### config.mk
export PLATFORM = sky130hd
export DESIGN_NAME = counter_param
export DESIGN_NICKNAME = d
export VERILOG_FILES = /design/src/rtl/counter_param.sv
export SDC_FILE = /design/constraint.sdc
export NUM_CORES = 1
export LEC_CHECK = 0
export BUFFER_PORTS_ARGS = -buffer_cell sky130_fd_sc_hd__buf_2
export CORE_MARGIN = 2
export CORE_UTILIZATION = 26
export DETAILED_ROUTE_END_ITERATION = 10
export PLACE_DENSITY = 0.49
export SETUP_SLACK_MARGIN = 0.3
export SYNTH_ARGS = -nofsm -noshare
export SYNTH_HDL_FRONTEND = slang
export SYNTH_SLANG_ARGS = --single-unit
### constraint.sdc
create_clock -name clk -period 3.2 [get_ports clk]
set_clock_uncertainty 0.2 [all_clocks]
set_input_delay 0.64 -clock clk [delete_from_list [all_inputs] [get_ports clk]]
set_output_delay 0.64 -clock clk [all_outputs]
set_load 0.005 [all_outputs]
### src/rtl/counter_param.sv
// -----------------------------------------------------------------------------
// counter_param
//   Parametrised WIDTH-bit up/down counter with a per-cycle step, wrap or
//   saturate mode, a compare match and one-cycle overflow/underflow pulses.
//   It is the base for the program counter (STEP=4, up, wrap) and for the
//   control-unit cycle and loop counters.
//
//   Optional build macro: COUNTER_STICKY_EN
//     When defined, adds clr_sticky / err_sticky. err_sticky is set the cycle
//     after any ovf/unf pulse and holds until clr_sticky or reset. A set and a
//     clear in the same cycle resolve to set.
//
// Parameters
//   WIDTH     counter, load and compare width (>= 2)
//   STEP_W    width of the unsigned step input (1..WIDTH)
//   RESET_VAL value of count after reset
//
// Ports
//   clk        in   rising-edge clock
//   rst_n      in   synchronous active-low reset
//   en         in   count enable, one step per cycle
//   load       in   synchronous load of load_val (beats en)
//   load_val   in   WIDTH  value written on load
//   up         in   1 = add step, 0 = subtract step
//   sat        in   1 = saturate at limits, 0 = wrap modulo 2^WIDTH
//   step       in   STEP_W unsigned step magnitude
//   cmp_val    in   WIDTH  compare value
//   clr_sticky in   clear err_sticky          (COUNTER_STICKY_EN only)
//   count      out  WIDTH  registered count
//   ovf        out  registered one-cycle pulse, up-count passed all ones
//   unf        out  registered one-cycle pulse, down-count passed zero
//   match      out  combinational count == cmp_val
//   at_max     out  combinational count == all ones
//   at_min     out  combinational count == 0
//   err_sticky out  sticky ovf/unf record     (COUNTER_STICKY_EN only)
// -----------------------------------------------------------------------------
module counter_param #(
  parameter int              WIDTH     = 8,
  parameter int              STEP_W    = 4,
  parameter logic [WIDTH-1:0] RESET_VAL = '0
) (
  input  logic              clk,
  input  logic              rst_n,
  input  logic              en,
  input  logic              load,
  input  logic [WIDTH-1:0]  load_val,
  input  logic              up,
  input  logic              sat,
  input  logic [STEP_W-1:0] step,
  input  logic [WIDTH-1:0]  cmp_val,
`ifdef COUNTER_STICKY_EN
  input  logic              clr_sticky,
  output logic              err_sticky,
`endif
  output logic [WIDTH-1:0]  count,
  output logic              ovf,
  output logic              unf,
  output logic              match,
  output logic              at_max,
  output logic              at_min
);

  logic [WIDTH-1:0] count_q, count_d;
  logic             ovf_q, ovf_d;
  logic             unf_q, unf_d;

  // Zero-extend the step to the WIDTH+1 arithmetic width so the top bit of
  // the sum/difference is the carry/borrow.
  function automatic logic [WIDTH:0] ext_step(input logic [STEP_W-1:0] s);
    return {{(WIDTH + 1 - STEP_W){1'b0}}, s};
  endfunction

  // Apply the limit policy: on carry/borrow either clamp or keep the
  // modulo result.
  function automatic logic [WIDTH-1:0] limit(input logic [WIDTH:0]   raw,
                                             input logic             do_sat,
                                             input logic [WIDTH-1:0] clamp);
    if (raw[WIDTH] && do_sat) return clamp;
    return raw[WIDTH-1:0];
  endfunction

  logic [WIDTH:0] sum_up;
  logic [WIDTH:0] sum_dn;

  always_comb begin
    sum_up  = {1'b0, count_q} + ext_step(step);
    sum_dn  = {1'b0, count_q} - ext_step(step);
    count_d = count_q;
    ovf_d   = 1'b0;
    unf_d   = 1'b0;
    if (load) begin
      count_d = load_val;
    end else if (en) begin
      if (up) begin
        // Already at all ones with sat=1 and step!=0 still carries, so the
        // count clamps in place and ovf keeps pulsing.
        count_d = limit(sum_up, sat, {WIDTH{1'b1}});
        ovf_d   = sum_up[WIDTH];
      end else begin
        count_d = limit(sum_dn, sat, {WIDTH{1'b0}});
        unf_d   = sum_dn[WIDTH];
      end
    end
  end

  always_ff @(posedge clk) begin
    if (!rst_n) begin
      count_q <= RESET_VAL;
      ovf_q   <= 1'b0;
      unf_q   <= 1'b0;
    end else begin
      count_q <= count_d;
      ovf_q   <= ovf_d;
      unf_q   <= unf_d;
    end
  end

`ifdef COUNTER_STICKY_EN
  logic err_q, err_d;

  // Set from the registered pulses, so err follows one cycle after ovf/unf.
  always_comb begin
    err_d = err_q;
    if (ovf_q || unf_q) begin
      err_d = 1'b1;
    end else if (clr_sticky) begin
      err_d = 1'b0;
    end
  end

  always_ff @(posedge clk) begin
    if (!rst_n) begin
      err_q <= 1'b0;
    end else begin
      err_q <= err_d;
    end
  end

  assign err_sticky = err_q;
`endif

  assign count  = count_q;
  assign ovf    = ovf_q;
  assign unf    = unf_q;
  assign match  = (count_q == cmp_val);
  assign at_max = (count_q == {WIDTH{1'b1}});
  assign at_min = (count_q == {WIDTH{1'b0}});

endmodule

==> flow_summary.toml, run 1 <==
[routing]
drc = 0
vias_per_cell = 4.96
wl_um = 3430
drt-initial-drc-count = 63
met2_length_um = 1610
num_vias = 1191
wl_met3_um = 154
wire_per_inst_um = 14.3
drt_pass1_iterations = 4
wl_met1_um = 1630
maxUsedRoutingLayer = "met4"
ant_nets = 0

[critical_path]
path_buf_inv = 1
critPathKind = "in2reg"
end_kind = "register"
cp-startpoint = "step[0]"
critical_path.reg2reg.endpoint = "count[4]"
ff2ff_setup_slack_ns = 0.77
cp_top_family = "compound AO/OA/AOI/OAI gates"
critPathMaxStageDelay_ns = 0.40
cp_data_required_time_ns = 3.19
critical_path_peak_fanout = 8
crit_slowest_cell = "fa_1"
r2r-start = "count[0]"
worstPathCellList = "buf_2 > ha_1 > fa_1 > nand2b_1 > a21oi_4 > o21ai_2 > o21a_1 > a21oi_1 > o211a_1"
rr_worst_depth = 9
start_kind = "input pin"
worstPathArrival_ns = 2.43

[sta]
rsz0062_at_grt = "false"
setup_violations = 0
timing.hold.ws_ns = 0.454
finalHoldViolCount = 0
layout_min_cycle_time_ns = 2.44
max_slew_margin_pct = 65.9
worst_pin_slew_ns = 0.511
fmax_mhz = 410
setup-tns-final_ns = 0
fin_crit_sh_pct = 76.2
drv_slew = 0

[power_and_ir_drop]
finalPower_mw = 0.535
power_leakage_nw = 0.662
intPower_mw = 0.343
switching_share_pct = 35.9
p_sw_mw = 0.192
power_density_nw_per_um2 = 363
p_comb_share_pct = 39.1
irDropWorstVdd_mv = 0.115
p_seq_share_pct = 29.7
clkPwrFrac_pct = 31.1

[synthesis]
syn_area_um2 = 1220
synth.distinct_cells = 49
seq_area_frac_synth_pct = 16.4
synth_common_cells = "nor2_1, xnor2_1, inv_1, dfxtp_1, nand2_1"
ys.flop_type = "dfxtp_1"
postSynthAreaPerCell_um2 = 7.96
synth.top_cell.area_share_pct = 16.4
synth_top_area_cell = "dfxtp_1"
syn-num-nets = 189
synth_warnings = 0
synth_edf_count = 0
ys_ff_latch = 10
netlist_top_cells_area = "dfxtp_1, xnor2_1, ha_1, nor2_1, inv_1"
synthArstFlopShare_pct = 0
netlist_instances = 153
synth_most_common_cell = "nor2_1"

[cells_and_area]
finalNetCount = 225
regArea_um2 = 200
finish.utilization_pct = 33.2
n_fill_cell = 511
syn2layout_area_growth_pct = 21.1
drive_gt1_share_pct = 29.8
multi_input_area_um2 = 911
n_antenna_cell = 0

[hold_path]
min_path_type = "in2reg"
hp-start = "load_val[0]"
hold-path-endpoint = "count[0]"
min_path_cells = 2

[grt]
grt_pass1_vias = 1116
grt_pass1_wl_um = 5520
antenna_found_initial = 0
grt_usage_pct = 13.6
grt_max_degree = 14
grt-ovfl-total = 0

[clocking]
cts_tree = "built"
numCtsBuffers = 3
cts_hold_buffers = 0
root_buffer = "clkbuf_8"
clk_pin_slew_ns = 0.06
clock_sinks = 10
ctsResizeCount = 0
clock_path_buffers = 2
htreeDepth = 1
clk_latency_ns = 0.24
postCtsSetupBuffers = 0

[placed_design]
place_congestion = 0.811
dpl.hpwl_um = 2780
io_buffers = 38

[die]
core_area_um2 = 4440
die_x_um = 72.4
io_pins = 39
dieArea_um2 = 5250
rows = 24
start_util_pct = 27.4
die_y_um = 72.4

[status]
outcome = "complete, no violations"

[job]
maxCapViolCount = 0
[area by class of cell]
class | count | area share [%]
clock buffers | 4 | 3.74
inverters | 12 | 3.06
multi-input cells | 123 | 61.8
flip-flops and latches | 10 | 13.6
well taps | 52 | 4.41
repair buffers | 39 | 13.4
[metrics by stage]
step | area (um^2) | cells | setup slack (ns)
floorplan | 1220 | 153 | 0.748
global placement | 1420 | 236 | 0.518
detailed placement | 1420 | 236 | 0.501
CTS | 1470 | 240 | 0.746
global route | 1470 | 240 | 0.608
finish | 1470 | 240 | 0.762
[power groups by stage]
stage	combinational (mW)	sequential (mW)	clock (mW)
floorplan	0.166	0.149	0
global placement	0.213	0.162	0
detailed placement	0.210	0.162	0
CTS	0.211	0.159	0.168
global route	0.234	0.162	0.175
finish	0.209	0.159	0.167
[sequential cells by signal, indices dropped and copies added, names as in the netlist]
| register | count |
|---|---|
| count | 8 |
| ovf | 1 |
| unf | 1 |
[placed cells by master (no fill, tap or decap), drive strengths merged, types with 2 or more instances in the layout]
master / Yosys / layout
a21o: 2 / 2
a21oi: 9 / 9
a31oi: 2 / 2
buf: 6 / 39
clkbuf: 2 / 4
dfxtp: 10 / 10
fa: 2 / 2
ha: 8 / 8
inv: 12 / 12
nand2: 10 / 10
nand2b: 2 / 2
nand3: 5 / 5
nand4: 2 / 2
nor2: 18 / 18
nor3: 10 / 10
o211a: 3 / 3
o21a: 3 / 3
o21ai: 12 / 12
o31a: 2 / 2
o31ai: 4 / 4
xnor2: 12 / 12
[cell families (layout without fill, tap and decap cells)]
family / count (synthesis) / in the layout / share of synthesized area, %
buffers and inverters: 20 / 55 / 8.73
adders and majority gates: 10 / 10 / 11.5
xor gates and xnor gates: 13 / 13 / 9.35
AOI/OAI and AO/OA: 45 / 45 / 28.7
DFF: 10 / 10 / 16.4
and+or+nand+nor: 55 / 55 / 25.3
[per-layer routing]
| layer | GRT usage, % | vias up |
|---|---|---|
| li1 | - | 615 |
| met1 | 19.4 | 544 |
| met2 | 21.5 | 28 |
| met3 | 1.53 | 4 |
| met4 | 3.91 | 0 |
| met5 | 0 | - |
[how the worst max path moves through the flow]
stage | endpoint | slack, ns | cells past startpoint
floorplan | count[7] | 0.75 | 7
detailed placement | count[4] | 0.50 | 9
global route | count[4] | 0.61 | 9
CTS | count[4] | 0.75 | 9
finish | count[4] | 0.76 | 9
global placement | count[4] | 0.52 | 9
Note: power is estimated with default switching activity, not from simulation.
==> inputs of run 2 (changes only) <==
clock period = 2.55 ns   (was 3.2 ns; I/O delays follow)
==> flow_summary.toml, run 2 (synthesized netlist as in run 1, its figures left out) <==
[cells_and_area]
drive_gt1_share_pct = 36.9
multi_input_area_um2 = 957
regArea_um2 = 201
n_fill_cell = 469
syn2layout_area_growth_pct = 29.3
n_antenna_cell = 0
finish.utilization_pct = 35.4
final_common_cell = "buf_2"
final_cell_mix = "buf_2, nor2_1, xnor2_1, inv_1, nand2_1"
largest_reg_flops = 8
finalNetCount = 232

[clocking]
cts_tree = "built"
clock_path_buffers = 2
htreeDepth = 1
numCtsBuffers = 3
root_buffer = "clkbuf_8"
clk_latency_ns = 0.24
cts_hold_buffers = 0
clk_pin_slew_ns = 0.05
clock_sinks = 10

[critical_path]
cp_data_required_time_ns = 2.48
critical_path_peak_fanout = 5
start_kind = "register"
endpoint = "count[4]"
r2r-start = "count[0]"
critPathMaxStageDelay_ns = 0.40
ff2ff_setup_slack_ns = 0.37
rr_worst_depth = 9
critPathKind = "reg2reg"
critical_path.reg2reg.endpoint = "count[4]"
cp-startpoint = "count[0]"
crit_slowest_cell = "fa_2"
end_kind = "register"
worstPathCellList = "buf_4 > ha_1 > fa_2 > nand2b_4 > a2bb2oi_4 > and3_4 > nor3_2 > nor2_1 > o211a_1"
worstPathArrival_ns = 2.11

[grt]
busiest_layer = "met1"
grt_max_degree = 14
met1_usage_pct = 20.4
grt_pass1_vias = 1186
grt_pass1_wl_um = 5640
met2_usage_pct = 19.5
grt-ovfl-total = 0
grt_usage_pct = 13.7
met3_usage_pct = 1.94
antenna_found_initial = 0

[power_and_ir_drop]
p_comb_share_pct = 44.5
p_seq_share_pct = 26.8
irDropWorstVdd_mv = 0.152
power_leakage_nw = 0.705
clkPwrFrac_pct = 28.7
intPower_mw = 0.452
switching_share_pct = 35.1
p_sw_mw = 0.245
power_density_nw_per_um2 = 443

[routing]
drt-initial-drc-count = 56
num_vias = 1233
drc = 0
drt_pass1_iterations = 4
vias_per_cell = 4.99
wire_per_inst_um = 14.1
wl_um = 3490
ant_nets = 0

[sta]
setup-tns-final_ns = 0
rsz0062_at_grt = "true"
fmax_mhz = 460
worst_pin_slew_ns = 0.361
setup_violations = 0
layout_min_cycle_time_ns = 2.18
max_slew_margin_pct = 75.9
finalHoldViolCount = 0
fin_crit_sh_pct = 85.3
drv_slew = 0

[placed_design]
dpl.hpwl_um = 2890
place_congestion = 0.891
io_buffers = 38

[die]
die_y_um = 72.4
rows = 24
die_x_um = 72.4
core_area_um2 = 4440
start_util_pct = 27.4
io_pins = 39
dieArea_um2 = 5250

[job]
maxCapViolCount = 0

[hold_path]
min_path_type = "in2reg"

[status]
outcome = "complete, no violations"
-- run 2: cell count changes in the layout (fill, tap and decap cells not counted), sizes merged --
cell | before | now
buf | 39 | 46
-- run 2: how the worst min path moves through the flow --
stage                          end  cells past startpoint   startpoint  slack, ns
after CTS                 count[0]                      2  load_val[0]       0.34
after global routing      count[0]                      2  load_val[0]       0.34
after floorplan                unf                      3     count[4]       0.41
after global placement    count[1]                      2     count[1]       0.43
final                     count[0]                      2  load_val[0]       0.33
after detailed placement  count[1]                      2     count[1]       0.44
-- run 2: power groups by stage --
stage | Combinational [mW] | Clock, mW | Sequential, mW
finish | 0.310 | 0.200 | 0.187
global route | 0.341 | 0.215 | 0.189
CTS | 0.300 | 0.203 | 0.186
detailed placement | 0.297 | 0 | 0.189
global placement | 0.301 | 0 | 0.190
floorplan | 0.212 | 0 | 0.187
-- run 2: layout make-up --
cell class                      instances  area share, %
Sequential cell                        10           12.8
Timing Repair Buffer                   46           15.9
Inverter                               12           2.86
Multi-Input combinational cell        123           60.8
Clock buffer                            4           3.50
Tap cell                               52           4.13
-- run 2: through the flow --
step                      hold slack, ns  setup WS, ns  cell area, um^2  cells  power, mW
final                              0.332         0.374             1570    247      0.697
after global routing               0.337         0.281             1570    247      0.746
after CTS                          0.340         0.330             1530    246      0.689
after detailed placement           0.438        0.0456             1480    242      0.486
after global placement             0.432        0.0861             1480    242      0.491
after floorplan                    0.413         0.309             1230    153      0.399
-- run 2: what timing repair did --
action,4_1_cts,5_1_grt
pin swaps,0,3
setup buffers,0,1
endpoints found under the setup margin,3,8
resized for setup,1,7
-- run 2: routing by layer --
metal / share of wire [%] / wire length [um]
met5: 0 / 0
met4: 2.3 / 80
met3: 5.3 / 184
met2: 42 / 1470
met1: 50 / 1760
-- run 2: critical path: cells and delay by family (launching register included) --
kind / cells / cell delay, ns
AO/OA/AOI/OAI: 2 / 0.29
adder cells (fa/ha/maj): 2 / 0.61
buffers and inverters: 1 / 0.15
flip-flops: 1 / 0.32
AND/OR/NAND/NOR: 4 / 0.51
==> inputs of run 3 (changes only) <==
CORE_UTILIZATION = 40   (was 26)
PLACE_DENSITY = 0.68   (was 0.49)
clock period = 2.2 ns   (was 2.55 ns; I/O delays follow)
==> flow_summary.toml, run 3 (synthesized netlist as in run 1, its figures left out) <==
[grt]
antenna_found_initial = 0
grt_usage_pct = 23.7
grt-ovfl-total = 0
grt_max_degree = 14
grt_pass1_wl_um = 6180
grt_pass1_vias = 1304

[hold_path]
min_path_cells = 2
min_path_type = "in2reg"
hp-start = "load_val[0]"
hold-path-endpoint = "count[0]"

[cells_and_area]
finalNetCount = 253
n_fill_cell = 264
drive_gt1_share_pct = 51.9
finish.utilization_pct = 60.4
syn2layout_area_growth_pct = 47.8
final_cell_mix = "buf_2, buf_4, nor2_1, xnor2_1, inv_1"
final_common_cell = "buf_2"
n_antenna_cell = 0
largest_reg_flops = 8

[power_and_ir_drop]
switching_share_pct = 38.6
power_leakage_nw = 0.824
clkPwrFrac_pct = 22.0
p_comb_share_pct = 52.1
intPower_mw = 0.524
irDropWorstVdd_mv = 0.249
power_density_nw_per_um2 = 475
p_seq_share_pct = 25.8
finalPower_mw = 0.854
p_sw_mw = 0.330

[sta]
fmax_mhz = 456
worst_pin_slew_ns = 0.383
layout_min_cycle_time_ns = 2.20
rsz0062_at_grt = "true"
max_slew_margin_pct = 74.3
finalHoldViolCount = 0
setup_violations = 0
fin_crit_sh_pct = 99.8
drv_slew = 0

[clocking]
clock_path_buffers = 2
clk_latency_ns = 0.30
numCtsBuffers = 3
clk_pin_slew_ns = 0.09
cts_hold_buffers = 0
clock_sinks = 10
cts_tree = "built"
htreeDepth = 1
root_buffer = "clkbuf_4"

[die]
die_y_um = 59.2
dieArea_um2 = 3500
rows = 20
start_util_pct = 40.9
core_area_um2 = 2980
die_x_um = 59.2
io_pins = 39

[critical_path]
critical_path.reg2reg.endpoint = "count[6]"
worstPathCellList = "buf_6 > or4_4 > nor2_4 > buf_2"
critical_path_peak_fanout = 4
cp_top_family = "simple AND/OR/NAND/NOR gates"
path_buf_inv = 2
rr_worst_depth = 10
r2r-start = "count[0]"
crit_slowest_cell = "or4_4"
start_kind = "register"
worstPathArrival_ns = 1.56
cp_data_required_time_ns = 1.56
ff2ff_setup_slack_ns = 0.05
critPathKind = "reg2out"
end_kind = "output pin"
critPathMaxStageDelay_ns = 0.54
path_depth = 4

[placed_design]
dpl.hpwl_um = 2810
place_congestion = 0.903
io_buffers = 38

[routing]
drc = 0
wire_per_inst_um = 15.4
ant_nets = 0
num_vias = 1383
drt_pass1_iterations = 4
vias_per_cell = 5.55
wl_um = 3840
drt-initial-drc-count = 60

[status]
outcome = "complete, no violations"

[job]
maxCapViolCount = 0
-- run 3: routing by layer --
metal / share of wire, % / global-route usage [%]
met1: 42 / 31.5
met2: 49 / 37.8
met3: 6.3 / 2.62
met4: 2.9 / 12.3
met5: 0 / 0
-- run 3: how the worst max path moves through the flow --
stage	endpoint	startpoint
final	at_min	count[3]
after global routing	count[7]	count[0]
after CTS	at_min	count[0]
after detailed placement	count[6]	step[0]
after global placement	count[7]	step[0]
after floorplan	count[7]	step[0]
-- run 3: area by class of cell --
cell class	count	area (um^2)	share of cell area [%]
multi-input cells	123	1040	57.6
clock buffers	4	36.3	2.02
flip-flops and latches	10	215	12.0
inverters	12	47.5	2.64
well taps	33	41.3	2.29
repair buffers	67	423	23.5
-- run 3: what timing repair did --
action                     CTS  global route
resized for setup           19             9
setup endpoints to repair   12            11
pin swaps                   15             5
setup buffers                4             4
-- run 3: per-stage QoR --
stage          TNS [ns]  hold slack [ns]  instances  instance area [um^2]  setup slack, ns
2_1_floorplan         0            0.402        153                  1270           0.0789
3_3_place_gp     -0.490            0.467        237                  1600           -0.102
3_5_place_dp     -0.851            0.478        237                  1600           -0.186
4_1_cts               0            0.192        245                  1730           0.0231
5_1_grt         -0.0876            0.190        249                  1800          -0.0487
6_report              0            0.184        249                  1800          0.00463
-- run 3: power groups by stage --
stage	logic, mW	clock network, mW	registers, mW
finish	0.445	0.188	0.220
global route	0.483	0.197	0.224
CTS	0.412	0.185	0.218
detailed placement	0.378	0	0.222
global placement	0.371	0	0.222
floorplan	0.255	0	0.218
-- run 3: worst reg2reg max path, stage by stage (launching register included) --
cell and delay, ns:
dfxtp_4 0.38, inv_4 0.04, ha_4 0.15, fa_2 0.34, nand2b_4 0.15, a21oi_4 0.26
buf_6 0.15, o31ai_2 0.05, o21ai_1 0.12, a221oi_2 0.08, a21oi_1 0.14
